--- config.mk ---
export PLATFORM = sky130hd
export DESIGN_NAME = vertex_spi_master
export DESIGN_NICKNAME = d
export VERILOG_FILES = /design/src/rtl/gpu_spi_pkg.sv /design/src/rtl/spi_word_serializer.sv /design/src/rtl/vertex_spi_master.sv
export SDC_FILE = /design/constraint.sdc
export NUM_CORES = 1
export LEC_CHECK = 0
export CORE_MARGIN = 2
export CORE_UTILIZATION = 55
export CTS_BUF_LIST = sky130_fd_sc_hd__clkbuf_4
export CTS_CLUSTER_DIAMETER = 60
export DETAILED_ROUTE_END_ITERATION = 8
export PLACE_DENSITY = 0.83
export SLEW_MARGIN = 20
export SYNTH_ARGS = -nofsm -noshare
export SYNTH_HDL_FRONTEND = slang
export SYNTH_HIERARCHICAL = 1
export SYNTH_SLANG_ARGS = --single-unit
export TNS_END_PERCENT = 5
--- constraint.sdc ---
create_clock -name i_clk -period 2.8 [get_ports i_clk]
set_clock_uncertainty 0.15 [all_clocks]
set_input_delay 0.56 -clock i_clk [delete_from_list [all_inputs] [get_ports i_clk]]
set_output_delay 0.56 -clock i_clk [all_outputs]
set_load 0.1 [all_outputs]
--- src/rtl/gpu_spi_pkg.sv ---
// Shared types and constants for the host-to-GPU vertex SPI link.
package gpu_spi_pkg;

  typedef enum logic [2:0] {
    ST_IDLE   = 3'd0,
    ST_SETUP  = 3'd1,
    ST_SCK_HI = 3'd2,
    ST_SCK_LO = 3'd3,
    ST_GAP    = 3'd4
  } spi_state_e;

  localparam int SPI_WORDS_PER_VERTEX = 3;
  localparam int SPI_N_DEFAULT        = 32;
  localparam int SPI_Q                = 16;

  function automatic int max_int(input int a, input int b);
    return (a > b) ? a : b;
  endfunction

endpackage

--- src/rtl/spi_word_serializer.sv ---
// Sends one N-bit word MSB first as a mode-0 SPI frame, then holds enable low for GAP cycles.
// A start seen in the final gap cycle chains straight into the next word's SETUP.
module spi_word_serializer
  import gpu_spi_pkg::*;
#(
  parameter int N       = SPI_N_DEFAULT,
  parameter int CLK_DIV = 4,
  parameter int GAP     = 8
) (
  input  logic         clk,
  input  logic         rst_n,
  input  logic         start,
  input  logic         last,
  input  logic [N-1:0] word,
  output logic         sck,
  output logic         mosi,
  output logic         en,
  output logic         word_done,
  output logic         done,
  output logic         last_done
);

  localparam int CNT_W = $clog2(max_int(CLK_DIV, GAP) + 1);
  localparam int BIT_W = $clog2(N) + 1;
  localparam logic [CNT_W-1:0] CNT_ZERO = {CNT_W{1'b0}};
  localparam logic [CNT_W-1:0] CNT_ONE  = CNT_W'(1);
  localparam logic [CNT_W-1:0] DIV_LOAD = CNT_W'(CLK_DIV - 1);
  localparam logic [CNT_W-1:0] GAP_LOAD = CNT_W'(GAP - 1);
  localparam logic [BIT_W-1:0] BIT_ZERO = {BIT_W{1'b0}};
  localparam logic [BIT_W-1:0] BIT_ONE  = BIT_W'(1);
  localparam logic [BIT_W-1:0] BIT_LAST = BIT_W'(N - 1);
  localparam logic [BIT_W-1:0] BIT_ALL  = BIT_W'(N);

  spi_state_e       state_r, state_nxt_s;
  logic [CNT_W-1:0] cnt_r, cnt_nxt_s;
  logic [BIT_W-1:0] bit_r, bit_nxt_s;
  logic [N-1:0]     shift_r, shift_nxt_s;
  logic             last_r, last_nxt_s;
  logic             en_nxt_s, sck_nxt_s, mosi_nxt_s, word_done_nxt_s, done_nxt_s;

  // State, phase counter and outputs registered together; outputs come from next-state values
  always_ff @(posedge clk or negedge rst_n) begin
    if (!rst_n) begin
      state_r   <= ST_IDLE;
      cnt_r     <= CNT_ZERO;
      bit_r     <= BIT_ZERO;
      shift_r   <= {N{1'b0}};
      last_r    <= 1'b0;
      sck       <= 1'b0;
      mosi      <= 1'b0;
      en        <= 1'b0;
      word_done <= 1'b0;
      done      <= 1'b0;
      last_done <= 1'b0;
    end else begin
      state_r   <= state_nxt_s;
      cnt_r     <= cnt_nxt_s;
      bit_r     <= bit_nxt_s;
      shift_r   <= shift_nxt_s;
      last_r    <= last_nxt_s;
      sck       <= sck_nxt_s;
      mosi      <= mosi_nxt_s;
      en        <= en_nxt_s;
      word_done <= word_done_nxt_s;
      done      <= done_nxt_s;
      last_done <= done_nxt_s & last_nxt_s;
    end
  end

  // Phase sequencing; the shift after the final bit is skipped so MOSI holds through the last low phase
  always_comb begin
    state_nxt_s = state_r;
    cnt_nxt_s   = cnt_r;
    bit_nxt_s   = bit_r;
    shift_nxt_s = shift_r;
    last_nxt_s  = last_r;
    case (state_r)
      ST_IDLE: begin
        if (start) begin
          state_nxt_s = ST_SETUP;
          cnt_nxt_s   = DIV_LOAD;
          bit_nxt_s   = BIT_ZERO;
          shift_nxt_s = word;
          last_nxt_s  = last;
        end else begin
          state_nxt_s = ST_IDLE;
        end
      end
      ST_SETUP: begin
        if (cnt_r == CNT_ZERO) begin
          state_nxt_s = ST_SCK_HI;
          cnt_nxt_s   = DIV_LOAD;
        end else begin
          cnt_nxt_s = cnt_r - CNT_ONE;
        end
      end
      ST_SCK_HI: begin
        if (cnt_r == CNT_ZERO) begin
          state_nxt_s = ST_SCK_LO;
          cnt_nxt_s   = DIV_LOAD;
          bit_nxt_s   = bit_r + BIT_ONE;
          if (bit_r != BIT_LAST) begin
            shift_nxt_s = {shift_r[N-2:0], 1'b0};
          end else begin
            shift_nxt_s = shift_r;
          end
        end else begin
          cnt_nxt_s = cnt_r - CNT_ONE;
        end
      end
      ST_SCK_LO: begin
        if (cnt_r == CNT_ZERO) begin
          if (bit_r == BIT_ALL) begin
            state_nxt_s = ST_GAP;
            cnt_nxt_s   = GAP_LOAD;
          end else begin
            state_nxt_s = ST_SCK_HI;
            cnt_nxt_s   = DIV_LOAD;
          end
        end else begin
          cnt_nxt_s = cnt_r - CNT_ONE;
        end
      end
      ST_GAP: begin
        if (cnt_r == CNT_ZERO) begin
          if (start) begin
            state_nxt_s = ST_SETUP;
            cnt_nxt_s   = DIV_LOAD;
            bit_nxt_s   = BIT_ZERO;
            shift_nxt_s = word;
            last_nxt_s  = last;
          end else begin
            state_nxt_s = ST_IDLE;
          end
        end else begin
          cnt_nxt_s = cnt_r - CNT_ONE;
        end
      end
      default: begin
        state_nxt_s = ST_IDLE;
      end
    endcase
  end

  // Output decode of the upcoming state
  always_comb begin
    en_nxt_s        = (state_nxt_s == ST_SETUP) || (state_nxt_s == ST_SCK_HI) ||
                      (state_nxt_s == ST_SCK_LO);
    sck_nxt_s       = (state_nxt_s == ST_SCK_HI);
    mosi_nxt_s      = en_nxt_s & shift_nxt_s[N-1];
    word_done_nxt_s = (state_nxt_s == ST_GAP) && (state_r != ST_GAP);
    done_nxt_s      = (state_nxt_s == ST_GAP) && (cnt_nxt_s == CNT_ZERO);
  end

endmodule

--- src/rtl/vertex_spi_master.sv ---
// Accepts one {x,y,z} vertex per valid/ready handshake and sends it as three framed SPI words,
// x first. The next word is chained from the serializer's last gap cycle so no idle cycle appears.
module vertex_spi_master
  import gpu_spi_pkg::*;
#(
  parameter int N       = SPI_N_DEFAULT,
  parameter int CLK_DIV = 4,
  parameter int GAP     = 8
) (
  input  logic           i_clk,
  input  logic           i_rst_n,
  input  logic [3*N-1:0] i_vertex,
  input  logic           i_valid,
  output logic           o_ready,
  output logic           o_sck,
  output logic           o_mosi,
  output logic           o_en,
  output logic           o_busy,
  output logic           o_word_done,
  output logic           o_vertex_done
);

  localparam logic [1:0] LAST_IDX = 2'(SPI_WORDS_PER_VERTEX - 1);

  logic [3*N-1:0] vertex_r;
  logic [1:0]     word_idx_r;
  logic           ready_r, busy_r;
  logic           accept_s, next_word_s, start_s, last_s, ser_done_s;
  logic [N-1:0]   word_s;

  assign accept_s    = i_valid & ready_r;
  assign next_word_s = ser_done_s & (word_idx_r != LAST_IDX);
  assign start_s     = accept_s | next_word_s;
  assign o_ready     = ready_r;
  assign o_busy      = busy_r;

  // Handshake, vertex latch and word index
  always_ff @(posedge i_clk or negedge i_rst_n) begin
    if (!i_rst_n) begin
      vertex_r   <= {(3*N){1'b0}};
      word_idx_r <= 2'd0;
      ready_r    <= 1'b1;
      busy_r     <= 1'b0;
    end else if (accept_s) begin
      vertex_r   <= i_vertex;
      word_idx_r <= 2'd0;
      ready_r    <= 1'b0;
      busy_r     <= 1'b1;
    end else if (next_word_s) begin
      word_idx_r <= word_idx_r + 2'd1;
    end else if (o_vertex_done) begin
      ready_r <= 1'b1;
      busy_r  <= 1'b0;
    end else begin
      ready_r <= ready_r;
    end
  end

  // Word offered to the serializer: x straight from the input on accept, else the next latched slice
  always_comb begin
    word_s = vertex_r[N-1:0];
    last_s = 1'b0;
    if (accept_s) begin
      word_s = i_vertex[3*N-1:2*N];
      last_s = 1'b0;
    end else begin
      case (word_idx_r)
        2'd0: begin
          word_s = vertex_r[2*N-1:N];
          last_s = 1'b0;
        end
        2'd1: begin
          word_s = vertex_r[N-1:0];
          last_s = 1'b1;
        end
        default: begin
          word_s = vertex_r[N-1:0];
          last_s = 1'b1;
        end
      endcase
    end
  end

  spi_word_serializer #(
    .N       (N),
    .CLK_DIV (CLK_DIV),
    .GAP     (GAP)
  ) u_ser (
    .clk       (i_clk),
    .rst_n     (i_rst_n),
    .start     (start_s),
    .last      (last_s),
    .word      (word_s),
    .sck       (o_sck),
    .mosi      (o_mosi),
    .en        (o_en),
    .word_done (o_word_done),
    .done      (ser_done_s),
    .last_done (o_vertex_done)
  );

endmodule

==> flow_summary_export.csv <==
group,metric,value,unit
outcome,status,"finished clean",
floorplanning,floorplan.die.width,107,um
hold_path,classification_of_the_worst_slack_hold_path,"flop to flop",
synth,synth_edf_count,0,
global_route,grt_util_all_layers,24.5,%
timing,worstMarginPinSlew,0.785,ns
placement,gp_congestion,0.840,
setup_path,crit_fanout,10,
floorplanning,core-area,10400,sq um
setup_path,crit_path_max_incr_delay,0.49,ns
synth,postSynthRegisterBits,120,
timing,max_freq,380,MHz
cells_and_area,final_layout_size_suffix_gt1_share,9.20,%
floorplanning,die-area,11600,sq um
floorplanning,placementRows,37,
cells_and_area,final_cell_count_without_fillers,875,
setup_path,crit_path_top_delay_cell,"or3b_4",
cells_and_area,antennaDiodeCount,0,
drt,detail_route.first_pass.iterations,4,
timing,hold_viol,0,
clocking,clkSlewWorstSetupHoldPaths,0.11,ns
global_route,grt_pass1_wl,22.3,mm
drt,dr.first_iter.drc_count,352,
clocking,clock_sinks,120,
floorplanning,fp.dieH,107,um
cells_and_area,syn_to_final_growth,23.6,%
setup_path,cp-start-kind,"flop",
clocking,clock_tree.htree_level_count,4,
timing,period_share,93.9,%
floorplanning,initial_core_util,56.8,%
placement,port-buffer-count,105,
setup_path,critical_path.endpoint_type,"flop",
synth,mappedNetlistNets,732,
cells_and_area,most_frequent_cells_in_the_layout,"237 x nand2_1, 119 x dfrtp_1, 97 x clkdlybuf4s50_1, 35 x mux2i_1, 31 x a21o_1",
clocking,clockRootBuffer,"clkbuf_4",
synth,post_synth.cell_area_avg,9.39,sq um
synth,syn-cell-area,5890,sq um
timing,rsz0062_at_grt,"false",
cells_and_area,finalNetCount,831,
timing,post-route-min-period,2.63,ns
synth,postSynth.asyncResetShare,100,%
timing,finalSetupViolations,0,
floorplanning,floorplan.io_pins,106,
global_route,grt_max_degree,65,
global_route,grt_overflow,0,
power_and_ir_drop,cellPowerDensity,507,nW/um^2
synth,synth_sequential_area_ratio,51.0,%
synth,synthesis.yosys.warnings,6,
clocking,tritoncts,"built",
drt,final_antenna_net_count,0,
clocking,worstSkewPairLatency,0.52,ns
clocking,cts_buffers,17,
clocking,cts.repair_timing.setup_buffer_count,0,
global_route,number_of_antenna_violations_at_the_first_check_in_global_routing,0,
drt,via_per_inst,5.44,
timing,final_max_slew_viol_count,0,
drt,dr_total_vias,4763,
synth,syn-instance-count,627,
drt,remaining_drc_errors,0,
setup_path,timing.critical_path.arrival,2.87,ns
global_route,first_global_vias,4818,
drt,wl_per_cell,15.4,um
power_and_ir_drop,total_leakage_power,3.58,nW
clocking,max-clock-path-buffers,2,
cells_and_area,layout.core_utilization,70.2,%
setup_path,crit_path_cell_trace,"inv_1, ha_1, or3b_4, a211oi_4, buf_4, mux2_1, nor4b_2",
power_and_ir_drop,totalPowerFinal,3.69,mW
timing,max-slew-margin-rel,47.6,%
cells_and_area,layout_commonest_cell,"nand2_1",
placement,cells_after_dpl,842,
setup_path,worstPathRequired,3.04,ns
drt,drt-total-wl,13.5,mm
run,max_cap_violations,0,
synth,synthFlopType,"dfrtp_1",
synth,ys_types,53,
placement,hpwlAfterDp,9.32,mm
setup_path,worstSetupPathType,"flop to flop",
power_and_ir_drop,vdd.ir_drop.worst,296,uV
==> cells in the mapped netlist, types with 2 or more instances <==
master	instances	share of area, %
nand2_1	238	15
dfrtp_1	119	51
mux2i_1	35	5.9
a21o_1	31	4.0
a22o_1	30	4.5
o21ai_1	20	1.7
o21ai_0	18	1.5
buf_6	12	2.3
clkbuf_1	11	0.70
nor2_1	9	0.57
buf_2	8	0.68
inv_1	8	0.51
a21oi_1	7	0.59
nand2b_1	7	0.74
buf_4	6	0.76
ha_1	6	1.3
nand3_1	5	0.42
nor3_1	5	0.42
nand4_1	4	0.42
or3_1	4	0.42
xor2_1	4	0.59
and2_1	3	0.32
clkbuf_2	3	0.25
nand3b_1	3	0.38
nor3b_1	2	0.25
o221ai_1	2	0.30
==> where the power goes <==
| group | total, mW | switching (mW) | internal [mW] |
|---|---|---|---|
| Clock | 1.33 | 0.699 | 0.634 |
| Combinational | 0.453 | 0.212 | 0.241 |
| Sequential | 1.90 | 0.0607 | 1.84 |
==> cells by family after synthesis <==
logic type,share of synthesized area [%]
DFF,51.0
buffers and inverters,5.74
xor gates and xnor gates,0.744
AOI/OAI and AO/OA,14.5
adders and majority gates,1.44
muxes,6.33
and+or+nand+nor,20.3
==> what timing repair did <==
item | in CTS | in global routing
hold buffers | 1 | 0
gates resized for setup | 0 | 2
hold endpoints to repair | 35 | 0
endpoints found under the setup margin | 0 | 33
==> routing by layer <==
metal / up-vias / wire [um] / share of wire, % / track usage [%]
li1: 2298 / - / - / -
met1: 2290 / 5950 / 44 / 32.5
met4: 0 / 191 / 1.4 / 8.15
met5: - / 0 / 0 / 0
met2: 153 / 6470 / 48 / 39.6
met3: 22 / 871 / 6.5 / 6.05
==> through the flow <==
step                      TNS (ns)  cell area (sq um)  setup WS, ns  hold WS (ns)
after floorplan                  0               5890         0.209         0.114
after global placement           0               6950        0.0469         0.307
after detailed placement    -0.643               6950       -0.0381         0.312
after CTS                        0               7270        0.0177         0.338
after global routing             0               7280        0.0727         0.348
final                            0               7280         0.170         0.338
==> layout make-up <==
class | instances | area, sq um
inverters | 8 | 30.0
clock buffers | 18 | 135
well taps | 136 | 170
repair buffers | 123 | 1200
fillers | 795 | 3090
clock inverters | 14 | 175
flip-flops and latches | 120 | 3000
multi-input cells | 456 | 2570
==> sequential cells by signal, summed over array words and instances (netlist names), 2 cells and up <==
register       flops
u_ser/bit_r        6
u_ser/cnt_r        4
u_ser/shift_r     32
u_ser/state_r      3
vertex_r          64
word_idx_r         2
==> worst max-delay path, delay by kind of cell (launching register included) <==
kind	cells	cell delay [ns]
multiplexers	1	0.36
flip-flops	1	0.41
AND/OR/NAND/NOR	2	0.65
AO/OA/AOI/OAI	1	0.34
buffers and inverters	2	0.38
adder cells (fa/ha/maj)	1	0.22
==> final timing paths <==
check,from,end,slack [ns],cells after the start
min in group asynchronous,i_rst_n,vertex_r[37],0.39,2
max in group asynchronous,i_rst_n,vertex_r[35],1.34,3
setup reg to reg,u_ser/cnt_r[0],u_ser/last_done,0.17,7
hold / removal,vertex_r[9],vertex_r[9],0.34,2
setup / recovery,u_ser/cnt_r[0],u_ser/last_done,0.17,7
hold reg to reg,vertex_r[9],vertex_r[9],0.34,2
No activity file was read; power rests on OpenSTA's default activity.
